==> src/rtl/regbank_pkg.sv <==
// Shared constants and FSM encoding for the parametrised integer register bank.
package regbank_pkg;

  localparam int DEF_XLEN  = 32;
  localparam int DEF_NREGS = 32;

  typedef enum logic {
    RUN   = 1'b0,
    SCRUB = 1'b1
  } state_t;

  // ABI register indices
  localparam int ZERO = 0;
  localparam int RA   = 1;
  localparam int SP   = 2;

endpackage

==> src/rtl/reg_bank_param_if.sv <==
// Decode/writeback-facing bus of the register bank: one write port, two read ports, busy flag.
interface reg_bank_param_if
  import regbank_pkg::*;
#(
  parameter int XLEN  = DEF_XLEN,
  parameter int NREGS = DEF_NREGS
) ();

  localparam int AW = $clog2(NREGS);

  logic            wr_en_i;
  logic [AW-1:0]   RD_ADDR_i;
  logic [XLEN-1:0] data_i;
  logic [AW-1:0]   RS1_ADDR_i;
  logic [AW-1:0]   RS2_ADDR_i;
  logic [XLEN-1:0] RS1_data_o;
  logic [XLEN-1:0] RS2_data_o;
  logic            init_busy_o;

  modport master (
    output wr_en_i,
    output RD_ADDR_i,
    output data_i,
    output RS1_ADDR_i,
    output RS2_ADDR_i,
    input  RS1_data_o,
    input  RS2_data_o,
    input  init_busy_o
  );

  modport slave (
    input  wr_en_i,
    input  RD_ADDR_i,
    input  data_i,
    input  RS1_ADDR_i,
    input  RS2_ADDR_i,
    output RS1_data_o,
    output RS2_data_o,
    output init_busy_o
  );

endinterface

==> src/rtl/regbank_read_port.sv <==
// Combinational read mux for one source operand: scrub gate, hard-wired zero, write bypass, array.
module regbank_read_port
  import regbank_pkg::*;
#(
  parameter int XLEN     = DEF_XLEN,
  parameter int NREGS    = DEF_NREGS,
  parameter int ZERO_REG = 1,
  parameter int BYPASS   = 1,
  localparam int AW      = $clog2(NREGS)
) (
  input  logic            busy,
  input  logic [AW-1:0]   addr,
  input  logic            wr_en,
  input  logic [AW-1:0]   wr_addr,
  input  logic [XLEN-1:0] wr_data,
  input  logic [XLEN-1:0] mem [NREGS],
  output logic [XLEN-1:0] data
);

  logic is_zero;
  logic is_byp;

  assign is_zero = (ZERO_REG != 0) && (addr == '0);
  assign is_byp  = (BYPASS != 0) && wr_en && (addr == wr_addr);

  // Scrub gate outranks everything so a half-cleared bank is never visible.
  always_comb begin
    data = mem[addr];
    if (busy) begin
      data = '0;
    end else if (is_zero) begin
      data = '0;
    end else if (is_byp) begin
      data = wr_data;
    end
  end

endmodule

==> src/rtl/reg_bank_param.sv <==
// Parametrised integer register bank with post-reset scrub engine and two combinational read ports.
module reg_bank_param
  import regbank_pkg::*;
#(
  parameter int XLEN     = DEF_XLEN,
  parameter int NREGS    = DEF_NREGS,
  parameter int ZERO_REG = 1,
  parameter int BYPASS   = 1,
  localparam int AW      = $clog2(NREGS)
) (
  input  logic           clk,
  input  logic           rst,
  reg_bank_param_if.slave bus
);

  localparam logic [AW-1:0] LAST = AW'(NREGS - 1);

  state_t          state;
  state_t          state_nxt;
  logic [AW-1:0]   cnt;
  logic [AW-1:0]   cnt_nxt;
  logic            scrub_we;
  logic            busy;
  logic            wr_ok;
  logic [XLEN-1:0] mem [NREGS];

  always_ff @(posedge clk) begin
    if (rst) begin
      state <= SCRUB;
      cnt   <= '0;
    end else begin
      state <= state_nxt;
      cnt   <= cnt_nxt;
    end
  end

  always_comb begin
    state_nxt = state;
    cnt_nxt   = cnt;
    scrub_we  = 1'b0;
    if (state == SCRUB) begin
      scrub_we = 1'b1;
      cnt_nxt  = cnt + 1'b1;
      if (cnt == LAST) begin
        state_nxt = RUN;
      end
    end
  end

  assign busy  = (state == SCRUB);
  assign wr_ok = bus.wr_en_i && !((ZERO_REG != 0) && (bus.RD_ADDR_i == '0));

  // Scrub owns the array while busy; pipeline writes in that window are simply lost.
  always_ff @(posedge clk) begin
    if (scrub_we) begin
      mem[cnt] <= '0;
    end else if (wr_ok) begin
      mem[bus.RD_ADDR_i] <= bus.data_i;
    end
  end

  regbank_read_port #(
    .XLEN     (XLEN),
    .NREGS    (NREGS),
    .ZERO_REG (ZERO_REG),
    .BYPASS   (BYPASS)
  ) u_rs1 (
    .busy    (busy),
    .addr    (bus.RS1_ADDR_i),
    .wr_en   (bus.wr_en_i),
    .wr_addr (bus.RD_ADDR_i),
    .wr_data (bus.data_i),
    .mem     (mem),
    .data    (bus.RS1_data_o)
  );

  regbank_read_port #(
    .XLEN     (XLEN),
    .NREGS    (NREGS),
    .ZERO_REG (ZERO_REG),
    .BYPASS   (BYPASS)
  ) u_rs2 (
    .busy    (busy),
    .addr    (bus.RS2_ADDR_i),
    .wr_en   (bus.wr_en_i),
    .wr_addr (bus.RD_ADDR_i),
    .wr_data (bus.data_i),
    .mem     (mem),
    .data    (bus.RS2_data_o)
  );

  assign bus.init_busy_o = busy;

endmodule
==> src/flat_wrapper.sv <==
// flat-port wrapper written by rule: the top's interface ports become plain ports
module reg_bank_param_flat import regbank_pkg::*;
#(
  parameter int XLEN     = DEF_XLEN,
  parameter int NREGS    = DEF_NREGS,
  parameter int ZERO_REG = 1,
  parameter int BYPASS   = 1,
  localparam int AW      = $clog2(NREGS)
)
  (clk, rst, bus_wr_en_i, bus_RD_ADDR_i, bus_data_i, bus_RS1_ADDR_i, bus_RS2_ADDR_i, bus_RS1_data_o, bus_RS2_data_o, bus_init_busy_o);
  reg_bank_param_if #(.XLEN(XLEN), .NREGS(NREGS)) bus_i ();
  input  logic clk;
  input  logic rst;
  input wire logic [$bits(bus_i.wr_en_i)-1:0] bus_wr_en_i;
  input wire logic [$bits(bus_i.RD_ADDR_i)-1:0] bus_RD_ADDR_i;
  input wire logic [$bits(bus_i.data_i)-1:0] bus_data_i;
  input wire logic [$bits(bus_i.RS1_ADDR_i)-1:0] bus_RS1_ADDR_i;
  input wire logic [$bits(bus_i.RS2_ADDR_i)-1:0] bus_RS2_ADDR_i;
  output wire logic [$bits(bus_i.RS1_data_o)-1:0] bus_RS1_data_o;
  output wire logic [$bits(bus_i.RS2_data_o)-1:0] bus_RS2_data_o;
  output wire logic [$bits(bus_i.init_busy_o)-1:0] bus_init_busy_o;
  assign bus_i.wr_en_i = bus_wr_en_i;
  assign bus_i.RD_ADDR_i = bus_RD_ADDR_i;
  assign bus_i.data_i = bus_data_i;
  assign bus_i.RS1_ADDR_i = bus_RS1_ADDR_i;
  assign bus_i.RS2_ADDR_i = bus_RS2_ADDR_i;
  assign bus_RS1_data_o = bus_i.RS1_data_o;
  assign bus_RS2_data_o = bus_i.RS2_data_o;
  assign bus_init_busy_o = bus_i.init_busy_o;
  reg_bank_param #(.XLEN(XLEN), .NREGS(NREGS), .ZERO_REG(ZERO_REG), .BYPASS(BYPASS)) u_core (.clk(clk), .rst(rst), .bus(bus_i));
endmodule
==> config.mk <==
export PLATFORM = sky130hd
export DESIGN_NAME = reg_bank_param_flat
export DESIGN_NICKNAME = d
export VERILOG_FILES = /design/src/rtl/regbank_pkg.sv /design/src/rtl/reg_bank_param_if.sv /design/src/rtl/regbank_read_port.sv /design/src/rtl/reg_bank_param.sv /design/src/flat_wrapper.sv
export SDC_FILE = /design/constraint.sdc
export NUM_CORES = 2
export LEC_CHECK = 0
export BUFFER_PORTS_ARGS = -buffer_cell sky130_fd_sc_hd__buf_2
export CORE_ASPECT_RATIO = 1.25
export CORE_MARGIN = 8
export CORE_UTILIZATION = 40
export CTS_CLUSTER_DIAMETER = 100
export CTS_CLUSTER_SIZE = 24
export DETAILED_ROUTE_END_ITERATION = 12
export PLACE_DENSITY = 0.6
export SYNTH_ARGS = -nofsm -noshare
export SYNTH_HDL_FRONTEND = slang
export SYNTH_SLANG_ARGS = --single-unit
==> constraint.sdc <==
create_clock -name clk -period 5.7 [get_ports clk]
set_clock_uncertainty 0.2 [all_clocks]
set_input_delay 0.285 -clock clk [delete_from_list [all_inputs] [get_ports clk]]
set_output_delay 0.285 -clock clk [all_outputs]
set_load 0.005 [all_outputs]
Yosys cells after proc, flatten, opt, wreduce, memory -nomap -nowiden
Index checks and enable logic that the tools add are counted.
{ "totals": {"regBits": 1030, "in_bits": 50, "out_inout_bits": 65} }
{ "classes": {"addsub": 1, "mux": 22, "bitwise": 6, "magnitude_cmp": 6, "n_reduce_logical": 10, "n_eq_ne": 3} }
{ "op_table": {"columns": ["operator", "n"], "rows": [
  ["$mux W1024", 2],
  ["$and A1024 B1024 Y1024", 1],
  ["$bwmux W1024", 1],
  ["$not A1024 Y1024", 1],
  ["$mux W32", 12],
  ["$bmux W32 S5", 2],
  ["$demux W32 S5", 2],
  ["$ge A6 B6 Y1 const B", 4],
  ["$not A5 Y6", 4],
  ["$logic_not A5 Y1", 3],
  ["$lt A6 B1 Y1 const B", 2],
  ["$eq A5 B5 Y1", 2],
  ["$add A5 B1 Y5 const B", 1],
  ["$eq A5 B5 Y1 const B", 1],
  ["$logic_and A1 B1 Y1", 5],
  ["$mux W1", 3],
  ["$reduce_bool A2 Y1", 1],
  ["$logic_not A1 Y1", 1]
]} }

Depth between registers and ports, before layout
{ "depth": {"depth_word": 8, "mapped_depth": 10, "ltp_nobuf": 5} }

Modules after synthesis
A second synthesis with hierarchy kept.
{ "hier_totals": {"hier_cells": 5481, "hier_area_um2": 63489.6} }
{ "modules_own_cells": {"columns": ["module", "cells_per_inst", "area_each_um2", "instances"], "rows": [
  ["reg_bank_param", 3817, 45835.2, 1],
  ["regbank_read_port", 832, 8827.2, 2]
]} }

Least setup slack after synthesis
Ideal clock, no wire load.
{ "synth_path": {"kind": "input to register", "start": "input port bus_RD_ADDR_i[2]", "end": "register u_core.mem[288] (netlist name), enable pin", "arrival_ns": 3.623, "required_ns": 5.030, "setup_time_ns": 0.470, "setup_slack_ns": 1.407, "path_buffers": 3, "stages": 6, "path_cell_list": "buf_2 or3_1 clkbuf_1 o21ai_1 clkbuf_1 o31ai_1"} }
{ "synth_via": {"elab_chain_len": 4} }
{ "synth_rtl": {"columns": ["item", "line_no", "rtl"], "rows": [
  ["start: declaration", "flat_wrapper.sv:15", "input wire logic [$bits(bus_i.RD_ADDR_i)-1:0] bus_RD_ADDR_i;"],
  ["$logic_not A5 Y1", "reg_bank_param.sv:51", "assign wr_ok = bus.wr_en_i && !((ZERO_REG != 0) && (bus.RD_ADDR_i == '0));"],
  ["$logic_not A1 Y1", "reg_bank_param.sv:51", null],
  ["$logic_and A1 B1 Y1", "reg_bank_param.sv:51", null],
  ["$reduce_bool A2 Y1 (no source line)", null, null],
  ["end signal: indexed assignment", "reg_bank_param.sv:58", "mem[bus.RD_ADDR_i] <= bus.data_i;"],
  ["end: declaration", "reg_bank_param.sv:25", "logic [XLEN-1:0] mem [NREGS];"]
]} }
No other way between the ends.
A chain may end at the register's enable or synchronous reset.

Final worst setup path
{ "layout_path": {"start": "input port bus_RS2_ADDR_i[0]", "end": "output port bus_RS2_data_o[11]"} }
{ "layout_via": {"elab_chain_len": 7} }
{ "layout_rtl": {"columns": ["item", "line_no", "rtl"], "rows": [
  ["start: declaration", "flat_wrapper.sv:18", "input wire logic [$bits(bus_i.RS2_ADDR_i)-1:0] bus_RS2_ADDR_i;"],
  ["$not A5 Y6 (not written as such)", "regbank_read_port.sv:28", "data = mem[addr];"],
  ["$bmux W32 S5", "regbank_read_port.sv:28", null],
  ["$mux W32 (not written as such) (2 in a row)", "regbank_read_port.sv:28", null],
  ["$mux W32", "regbank_read_port.sv:33", "end else if (is_byp) begin"],
  ["$mux W32 *", "regbank_read_port.sv:31", "end else if (is_zero) begin"],
  ["$mux W32 *", "regbank_read_port.sv:29", "if (busy) begin"],
  ["end: declaration", "flat_wrapper.sv:20", "output wire logic [$bits(bus_i.RS2_data_o)-1:0] bus_RS2_data_o;"]
]} }
Every way passes the cells marked *; elsewhere a longest branch is shown, timed or not. The select of a mux whose other input is x is not followed.

==> run summary <==
Post-Route Utilization: 0.434
Final hold vios: 0
WL/cell: 42.7 um
Switch share: 0.264
Final WL: 259000 um
RSZ-0062 raised after global routing: no
Ys async rst share: 0
Number of routed nets with antenna violations: 0
Die area: 163000 um^2
Grt ovf: 0
Synthesized area per cell: 14.2 um^2
Io pins: 115
CTS Sinks: 1030
Htree depth: 2
Final WS setup: 1170 ps
Flop pwr share: 0.594
Vias per inst: 7.68
Tot GR Track Use: 0.303
Die Ht: 450 um
Synth Instances: 4252
# fillers: 13303
CTS Root Cell: clkbuf_16
Comb power frac: 0.116
Seq/Total Area, Yosys: 0.513
Slew Viols, Final: 1
Internal power: 10.8 mW
Worst-path clk slew: 100 ps
Worst-margin pin slew: 1520 ps
Port Buffer Count: 114
Failing checks: capacitance limit, slew limit
CP Data Arrival Time: 4040 ps
Cell Rows: 159
Top cell type by total area after synthesis: edfxtp_1
Slew Limit Headroom: -0.0126
Post-CTS setup repair buffer count: 0
Core ar.: 150000 um^2
DRT iter0 DRCs: 7281
Num CTS Buffers: 48
Seq cells post-synth: 1030
Netlist cell types: 49
Achievable frequency: 221 MHz
Largest net degree at the start of global routing: 63
Register Area: 30900 um^2
Placed insts: 5987
Vias: 46548
GP Congestion: 0.902
Critical Path Start Type: input port
Worst EP required: 5220 ps
Area growth, synth to finish: 8.02%
Mapped Area: 60200 um^2
Setup slack at placement: 1360 ps
Fraction of layout cells with a size suffix above 1: 0.223
Period minus WS final: 4530 ps
Final Non-Filler Cells: 6063
Sw power: 3.86 mW
First-pass GRT wire length: 359000 um
Power share of the clock group: 0.290
Syn. warnings: 0
Chip Width: 363 um
PD cells: 225 nW/um^2
Worst min path class: in -> reg
Worst setup path category: in -> out
Syn_nets: 4307
VDD IR-drop max: 0.226 mV
Synth top area cells: edfxtp_1 (51%), a22o_1 (15%), mux4_2 (12%), mux2i_1 (7.7%), clkbuf_1 (2.7%)
Synth top area share: 0.511
Worst-path fanout max: 56
Top FF cell, synth: edfxtp_1
Period utilization: 0.795
Final setup violation count: 0
CTS Buffer Depth: 3
Maxcap violations: 1
Status: finished, violations left
Clk_lat worst skew: 680 ps
Initial Util: 0.402
Worst setup EP type: output port
Tot Pwr: 14.6 mW
DRT Pass-1 Iters: 6
Number of synthesized flops with an enable pin: 1024
Vias in the first global route: 44555
Detailed Place HPWL: 151000 um
Leak: 24.9 nW
Setup TNS: 0 ps
CTS tree: done
Multi-input gate area: 28000 um^2
Drt drc: 0
Post-layout net count: 4081
Initial antenna violation count: 13
==> power by group through the flow <==
stage	Clock, mW	Sequential (mW)	Combinational (mW)
floorplan	0	8.77	1.05
global placement	0	8.84	1.63
detailed placement	0	8.84	1.64
CTS	4.23	8.67	1.65
global route	4.41	8.71	1.73
finish	4.23	8.69	1.70
==> Yosys cell counts, drive strengths merged (36+ instances only) <==
master  count
nor2b      86
clkbuf    432
buf       157
mux4      320
edfxtp   1024
mux2i     465
o211a      36
a21oi      56
a22o     1024
nand2      63
a22oi     113
nor2       43
o221ai    105
nand3      47
==> kinds of logic after synthesis <==
logic type                 after synthesis  synth area share
AOI/OAI and AO/OA                     1498             0.211
DFF                                   1030             0.513
muxes                                  818             0.203
buffers and inverters                  592            0.0439
and+or+nand+nor                        296            0.0260
xor gates and xnor gates                13           0.00189
adders and majority gates                5           0.00104
==> per-layer routing <==
metal / wire (um) / vias to the layer above / GRT usage
met2: 114000 / 4277 / 0.453
met1: 90900 / 23869 / 0.384
met3: 32000 / 894 / 0.0770
li1: - / 17502 / -
met5: 40 / - / 0.000297
met4: 22400 / 6 / 0.210
==> cells in the final DEF, fill, tap and decap left out, drive strengths merged, types with 9 or more instances in the layout <==
master	n
xor2	10
mux4	320
o221ai	105
a211oi	16
nand2	63
a211o	9
o211a	36
nor2b	86
nand3	47
mux2i	465
a22o	1024
buf	310
edfxtp	1024
o2111ai	33
a21oi	56
o221a	28
a31oi	16
and2	13
nor2	43
mux2	33
o22ai	15
clkbuf	70
o31ai	33
nor3b	16
a22oi	113
==> critical path, stage by stage <==
cell and delay (ps):
buf_8 550, buf_4 400, mux4_2 550, mux2_2 310
o221ai_1 640, o2111ai_1 780, o211a_1 320, buf_2 130
==> area by class of cell <==
type | instances | share of cell area
antenna | 5 | 0.000192
clock buffer | 68 | 0.0201
clock inverter | 2 | 0.000269
inverter | 3 | 0.000250
multi-input combinational | 2630 | 0.431
sequential | 1030 | 0.475
tap | 2012 | 0.0387
timing repair buffer | 313 | 0.0351
==> what timing repair did <==
item	in CTS	in global routing
hold buffers	1	0
endpoints found under the hold margin	6	0
gates resized for setup	0	0
==> through the flow <==
step / instance area, um^2 / hold slack [ps]
after CTS: 65000 / 20.3
after floorplan: 60200 / 157
after detailed placement: 63700 / 334
final: 65000 / 60.3
after global placement: 63700 / 330
after global routing: 65000 / 89.0
==> sequential cells by signal, indices dropped and copies added (netlist names) <==
register	cells
u_core.bus.init_busy_o	1
u_core.mem	1024
u_core.cnt	5
==> final timing paths <==
path | from | to | slack (ps) | depth (start not counted)
max | bus_RS2_ADDR_i[0] | bus_RS2_data_o[11] | 1170 | 8
min reg2reg | u_core.cnt[0] | u_core.cnt[0] | 400 | 2
max reg2reg | u_core.bus.init_busy_o | u_core.mem[429] | 2200 | 4
min | bus_data_i[11] | u_core.mem[555] | 60 | 3
Note: power is estimated with default switching activity, not from simulation.
